**src/rtl/vip_rgb2ycbcr_cfg.sv**
```systemverilog
// RGB to YCbCr converter with run-time BT.601/BT.709 selection and optional 4:2:2 chroma pair averaging.
// Five-stage pipeline: register, multiply, sum/round, shift/clamp, pair/output.
module vip_rgb2ycbcr_cfg #(
  parameter int DATA_WIDTH = 8,
  parameter bit EN_422     = 1'b1
) (
  input  logic                  clk,
  input  logic                  rst_n,
  input  logic                  cfg_709,
  input  logic                  cfg_422,
  input  logic                  per_img_vsync,
  input  logic                  per_img_href,
  input  logic [DATA_WIDTH-1:0] per_img_red,
  input  logic [DATA_WIDTH-1:0] per_img_green,
  input  logic [DATA_WIDTH-1:0] per_img_blue,
  output logic                  post_img_vsync,
  output logic                  post_img_href,
  output logic [DATA_WIDTH-1:0] post_img_Y,
  output logic [DATA_WIDTH-1:0] post_img_Cb,
  output logic [DATA_WIDTH-1:0] post_img_Cr,
  output logic [DATA_WIDTH-1:0] post_img_C422
);

  localparam int W  = DATA_WIDTH;
  localparam int AW = DATA_WIDTH + 11;
  localparam logic signed [AW-1:0] Y_RND  = AW'(128);
  localparam logic signed [AW-1:0] CH_OFF = (AW'(1) << (W + 7)) + AW'(128);
  localparam logic signed [AW-1:0] MAXV   = (AW'(1) << W) - AW'(1);

  // Stream framing: vsync is high for the whole frame, href marks each valid
  // pixel; there is no back-pressure, both are delayed unchanged by 5 clocks.
  logic [4:0] vs_d, hr_d;

  logic vsync_q, armed, sh_709, sh_422, mode_422;
  logic [W-1:0] r1, g1, b1;
  logic signed [9:0] ky_r, ky_g, ky_b, kb_r, kb_g, kb_b, kr_r, kr_g, kr_b;
  logic signed [AW-1:0] p_yr, p_yg, p_yb, p_br, p_bg, p_bb, p_rr, p_rg, p_rb;
  logic signed [AW-1:0] s_y, s_cb, s_cr;
  logic [W-1:0] y4, cb4, cr4, cb3c, cr3c, hold_cb, hold_cr;
  logic         par4;
  logic [W-1:0] y5, cb5, cr5, c5;

  function automatic logic signed [AW-1:0] mul(input logic [W-1:0] px, input logic signed [9:0] k);
    logic signed [AW-1:0] a, b;
    a = signed'(AW'(px));
    b = AW'(k);
    return a * b;
  endfunction

  function automatic logic [W-1:0] clamp(input logic signed [AW-1:0] s);
    logic signed [AW-1:0] t;
    t = s >>> 8;
    if (t < 0) return '0;
    else if (t > MAXV) return MAXV[W-1:0];
    else return t[W-1:0];
  endfunction

  function automatic logic [W-1:0] avg(input logic [W-1:0] a, input logic [W-1:0] b);
    logic [W:0] s;
    s = {1'b0, a} + {1'b0, b} + (W+1)'(1);
    return s[W:1];
  endfunction

  always_comb begin
    if (sh_709) begin
      ky_r = 10'sd54;   ky_g = 10'sd183;  ky_b = 10'sd19;
      kb_r = -10'sd29;  kb_g = -10'sd99;  kb_b = 10'sd128;
      kr_r = 10'sd128;  kr_g = -10'sd116; kr_b = -10'sd12;
    end else begin
      ky_r = 10'sd77;   ky_g = 10'sd150;  ky_b = 10'sd29;
      kb_r = -10'sd43;  kb_g = -10'sd85;  kb_b = 10'sd128;
      kr_r = 10'sd128;  kr_g = -10'sd107; kr_b = -10'sd21;
    end
  end

  assign mode_422 = EN_422 && sh_422;
  // Chroma of the pixel one stage behind S4, i.e. the partner of an even pixel.
  assign cb3c = clamp(s_cb);
  assign cr3c = clamp(s_cr);

  // Config shadows; armed blocks a false rising edge when reset releases mid-frame.
  always_ff @(posedge clk or negedge rst_n) begin
    if (!rst_n) begin
      vsync_q <= 1'b0;
      armed   <= 1'b0;
      sh_709  <= 1'b0;
      sh_422  <= 1'b0;
    end else begin
      vsync_q <= per_img_vsync;
      if (!per_img_vsync) armed <= 1'b1;
      if (per_img_vsync && !vsync_q && armed) begin
        sh_709 <= cfg_709;
        sh_422 <= cfg_422;
      end
    end
  end

  always_ff @(posedge clk or negedge rst_n) begin
    if (!rst_n) begin
      vs_d <= '0;   hr_d <= '0;
      r1 <= '0;     g1 <= '0;     b1 <= '0;
      p_yr <= '0;   p_yg <= '0;   p_yb <= '0;
      p_br <= '0;   p_bg <= '0;   p_bb <= '0;
      p_rr <= '0;   p_rg <= '0;   p_rb <= '0;
      s_y <= '0;    s_cb <= '0;   s_cr <= '0;
      y4 <= '0;     cb4 <= '0;    cr4 <= '0;    par4 <= 1'b0;
      hold_cb <= '0; hold_cr <= '0;
      y5 <= '0;     cb5 <= '0;    cr5 <= '0;    c5 <= '0;
    end else begin
      vs_d <= {vs_d[3:0], per_img_vsync};
      hr_d <= {hr_d[3:0], per_img_href};
      r1 <= per_img_red;  g1 <= per_img_green;  b1 <= per_img_blue;
      p_yr <= mul(r1, ky_r);  p_yg <= mul(g1, ky_g);  p_yb <= mul(b1, ky_b);
      p_br <= mul(r1, kb_r);  p_bg <= mul(g1, kb_g);  p_bb <= mul(b1, kb_b);
      p_rr <= mul(r1, kr_r);  p_rg <= mul(g1, kr_g);  p_rb <= mul(b1, kr_b);
      s_y  <= p_yr + p_yg + p_yb + Y_RND;
      s_cb <= p_br + p_bg + p_bb + CH_OFF;
      s_cr <= p_rr + p_rg + p_rb + CH_OFF;
      y4   <= clamp(s_y);
      cb4  <= cb3c;
      cr4  <= cr3c;
      par4 <= hr_d[2] && hr_d[3] && !par4;
      if (hr_d[3]) begin
        y5 <= y4;
        if (!mode_422) begin
          cb5 <= cb4;
          cr5 <= cr4;
          c5  <= cb4;
        end else if (!par4) begin
          hold_cb <= cb4;
          hold_cr <= cr4;
          if (hr_d[2]) begin
            cb5 <= avg(cb4, cb3c);
            cr5 <= avg(cr4, cr3c);
            c5  <= avg(cb4, cb3c);
          end else begin
            cb5 <= cb4;
            cr5 <= cr4;
            c5  <= cb4;
          end
        end else begin
          cb5 <= avg(hold_cb, cb4);
          cr5 <= avg(hold_cr, cr4);
          c5  <= avg(hold_cr, cr4);
        end
      end
    end
  end

  assign post_img_vsync = vs_d[4];
  assign post_img_href  = hr_d[4];
  assign post_img_Y     = y5;
  assign post_img_Cb    = cb5;
  assign post_img_Cr    = cr5;
  assign post_img_C422  = c5;

endmodule

```
**config.mk**
```make
export PLATFORM = sky130hd
export DESIGN_NAME = vip_rgb2ycbcr_cfg
export DESIGN_NICKNAME = d
export VERILOG_FILES = /design/src/rtl/vip_rgb2ycbcr_cfg.sv
export SDC_FILE = /design/constraint.sdc
export NUM_CORES = 1
export LEC_CHECK = 0
export BUFFER_PORTS_ARGS = -buffer_cell sky130_fd_sc_hd__clkbuf_2
export CAP_MARGIN = 20
export CORE_ASPECT_RATIO = 0.5
export CORE_UTILIZATION = 47
export CTS_CLUSTER_SIZE = 28
export DETAILED_ROUTE_END_ITERATION = 7
export PLACE_DENSITY_LB_ADDON = 0.15
export SLEW_MARGIN = 20
export SYNTH_ARGS = -nofsm -noshare
export SYNTH_HDL_FRONTEND = slang
export SYNTH_SLANG_ARGS = --single-unit
```
**constraint.sdc**
```tcl
create_clock -name clk -period 5.6 [get_ports clk]
set_clock_uncertainty 0.2 [all_clocks]
set_input_delay 0.28 -clock clk [delete_from_list [all_inputs] [get_ports clk]]
set_output_delay 0.28 -clock clk [all_outputs]
set_load 0.005 [all_outputs]
```
==> results <==
- At the end of routability-driven placement, the weighted congestion stood at around 0.84.
- The commonest cells after synthesis are sky130_fd_sc_hd__inv_1 (386), sky130_fd_sc_hd__ha_1 (377), sky130_fd_sc_hd__dfrtp_1 (267).
- The die covers roughly 47000 µm².
- After routing the design area is ~24000 µm².
- Once detailed placement completed, the half-perimeter wirelength came to ~38000 µm.
- The largest net degree at the start of global routing is 142.
- The Yosys step of the flow raised 0 warnings.
- The maximum clock path buffer count is 3.
- In this run, CTS created clock tree buffers numbering 28.
- The share of layout cells above drive strength 1 is 0.0779.
- For this run, the register share of the synthesized area comes to 0.309.
- Headroom to the max-slew limit came out at 0.271.
- The number of DRC markers after the initial detailed-route iteration is approximately 760.
- The clock-pin slew of the registers on the worst-case setup and hold paths is approximately 0.070 ns.
- The area share of the leading cell type in the synthesized netlist is 0.309.
- The most used flip-flop cell after synthesis is sky130_fd_sc_hd__dfrtp_1.
- The number of distinct library cell variants in the gate-level netlist after synthesis is 61.
- Fill cells in the final layout number 4120.
- STA classifies the critical path endpoint as a flop.
- The effective utilization at floorplan is 0.477.
- The number of global-route vias before repair is 14.2k.
- The routed length per placed instance is 16.4 µm.
- Dividing the detail-routed via count by the number of cells gives 4.99.
- Clock latency on the worst-skew pair, taken at its later pin, is around 0.57 ns.
- The total number of vias is ~14k.
- At the worst endpoint, the arrival time is 5.50 ns.
- The final count of pins violating max slew came to 0.
- The first global-routing pass estimated 76100 µm of wire.
- The area taken by multi-input logic gates is around 13000 µm².
- The vertical extent of the die is 154 µm.
- The measured slew at the worst slew-check pin is ~1.1 ns.
- The clock tree from TritonCTS is done.
- After synthesis, the cell types taking the most area are sky130_fd_sc_hd__dfrtp_1 (31%), sky130_fd_sc_hd__ha_1 (22%), sky130_fd_sc_hd__fa_1 (15%).
- The worst setup path is launched from a flop.
- Averaged over all synthesized cells, the footprint is approximately 10 µm².
- 64 I/O pins were placed.
- After synthesis the cells add up to roughly 22000 µm².
- The floorplan die width is around 310 µm.
- The critical path in this run is classified as flop to flop.
- The hold violation total from the final report is 0.
- The internal reg-to-reg setup slack is roughly 0.34 ns.
- The synthesis-to-layout area growth is 11.5%.
- The root buffer cell chosen for the clock tree is sky130_fd_sc_hd__clkbuf_16.
- In the routed design, unresolved DRC markers number 0.
- The final cycle utilization of the critical path is 0.939.
- For the worst setup path, the data required time is between 5 and 6 ns.
- The flip-flop and latch area is ~6700 µm².
- The run finished with clean final reports.
- Setup repair after global routing left no endpoint under its margin.
- The region available for standard cell placement spans 45300 µm².
- Setup violations remaining at the end of the flow were counted as 0.
- In the global route stage, overall resource usage came out at 0.206.
- Derived from the worst setup path, the maximum achievable clock frequency is about 190 MHz.
- The setup TNS is 0 ns.
- In this run the core area contains 55 standard-cell rows.
- After layout, the minimum clock period comes to ~5.3 ns.
- The depth of the CTS H-tree is 1.
- The cell count after synthesis is around 2.1k.
- Of all flip-flops after synthesis, the portion carrying an async set or reset was 1.00.
- Summed over all layers, the global routing overflow is 0.
- sky130_fd_sc_hd__inv_1 is the most common cell in the netlist.
- The depth of the worst register-to-register path is 19.
- The TritonCTS sink count is 267.
- The worst-path maximum fanout is 8.
- The first TritonRoute pass finished after 4 iterations.
- The count of antenna-violating nets left after detailed routing is 0.
- In this run the cell area measured after placement is 22700 µm².
- The leading area contributor after synthesis is sky130_fd_sc_hd__dfrtp_1.
- The routed wire length is between 40000 and 50000 µm.
- The number of antenna violations at the first check in global routing was 1.
- In this run, synthesis inferred 0 flip-flops with an integrated enable.
- Max-cap violations in this run came to 0.
- The final layout net count is 2772.
- The min-delay analysis places its worst path in the category primary input to asynchronous set/reset pin.
- The port buffer count is between 60 and 70.
- Counting flops and latches in the post-synthesis netlist gives about 270.
[through the flow]
step,utilization,setup slack (ns),std cells,hold slack (ns)
2_1_floorplan,-,0.433,2098,-0.216
3_3_place_gp,0.502,0.424,2738,0.0583
3_5_place_dp,0.502,0.332,2738,0.0619
4_1_cts,0.532,0.306,2819,0.0444
5_1_grt,0.532,0.120,2819,0.0618
6_report,0.532,0.343,2820,0.0245
[cell usage in the layout (no fill, tap or decap), drive strengths merged, types with 7 or more instances in the layout]
cell type    count
nand2          116
a21o            30
a21oi           81
xnor2          100
nand4            7
nand3b           7
conb            14
fa             166
mux2            11
and3             7
nor2           123
o21bai          34
nand2b          24
and2            11
or2             17
nand3           13
dlygate4sd3     29
or3             13
o21a            15
buf             18
a31oi           12
nor3            24
nor2b           15
xor2            37
o21ai           63
a211oi          10
bufinv           8
dfrtp          267
inv            389
clkbuf          93
o221ai          11
mux2i           12
ha             377
[layer usage]
metal | vias up | global-route usage | wire length, µm
li1 | 7023 | - | -
met1 | 6854 | 0.321 | 24800
met2 | 158 | 0.310 | 19400
met3 | 39 | 0.0280 | 1510
met4 | 0 | 0.0294 | 639
met5 | - | 0 | 0
[logic make-up after synthesis]
kind of cell / Yosys count / synth area share
AND/OR/NAND/NOR: 383 / 0.0820
XOR/XNOR: 137 / 0.0564
buffers and inverters: 424 / 0.0737
AO/OA/AOI/OAI: 306 / 0.0944
multiplexers: 23 / 0.0113
adder cells (fa/ha/maj): 544 / 0.373
other: 2 / 0.000348
flip-flops: 267 / 0.309
[worst max-delay path, stage by stage, from the launching register on]
cell and delay, ns:
sky130_fd_sc_hd__dfrtp_1 0.56, sky130_fd_sc_hd__inv_1 0.17, sky130_fd_sc_hd__nor2_1 0.41, sky130_fd_sc_hd__or2_2 0.20
sky130_fd_sc_hd__ha_1 0.20, sky130_fd_sc_hd__inv_1 0.08, sky130_fd_sc_hd__fa_1 0.50, sky130_fd_sc_hd__inv_1 0.05
sky130_fd_sc_hd__fa_1 0.48, sky130_fd_sc_hd__inv_1 0.06, sky130_fd_sc_hd__fa_1 0.52, sky130_fd_sc_hd__inv_1 0.04
sky130_fd_sc_hd__ha_1 0.30, sky130_fd_sc_hd__a21boi_0 0.14, sky130_fd_sc_hd__o21ai_0 0.18, sky130_fd_sc_hd__nand2b_1 0.10
sky130_fd_sc_hd__a21o_1 0.20, sky130_fd_sc_hd__a41o_1 0.26, sky130_fd_sc_hd__o41a_1 0.33, sky130_fd_sc_hd__xnor2_1 0.14
[registers in the layout, indices dropped and copies added (netlist names), 10 cells and up]
signal,count
p_yg,16
p_yb,13
p_bg,17
p_yr,15
p_rb,15
p_br,16
s_cr,11
s_y,10
s_cb,11
p_rg,19
[worst paths after layout]
check / startpoint / to
worst max register to register: g1[2] / p_bg[16]
worst min-delay path: rst_n / vs_d[4]
max in group asynchronous: rst_n / b1[1]
worst min register to register: hr_d[1] / hr_d[2]
min in group clk: per_img_red[5] / r1[5]
worst max-delay path: g1[2] / p_bg[16]
[final cells by class]
cell class | instances | share of cell area
inverters | 386 | 0.0601
diodes | 1 | 0.000104
clock inverters | 21 | 0.0150
repair buffers | 109 | 0.0319
well taps | 598 | 0.0310
multi-input cells | 1407 | 0.555
clock buffers | 31 | 0.0295
flip-flops and latches | 267 | 0.277
[repair_timing]
| action | in CTS | in global routing |
|---|---|---|
| setup buffers | 0 | 0 |
| setup endpoints to repair | 0 | 1 |
| resized for setup | 0 | 1 |
| endpoints found under the hold margin | 92 | 0 |
| hold buffers | 29 | 0 |
Power is not shown: default switching activity piles up to over one toggle a cycle in this logic, so the estimate is an artifact.
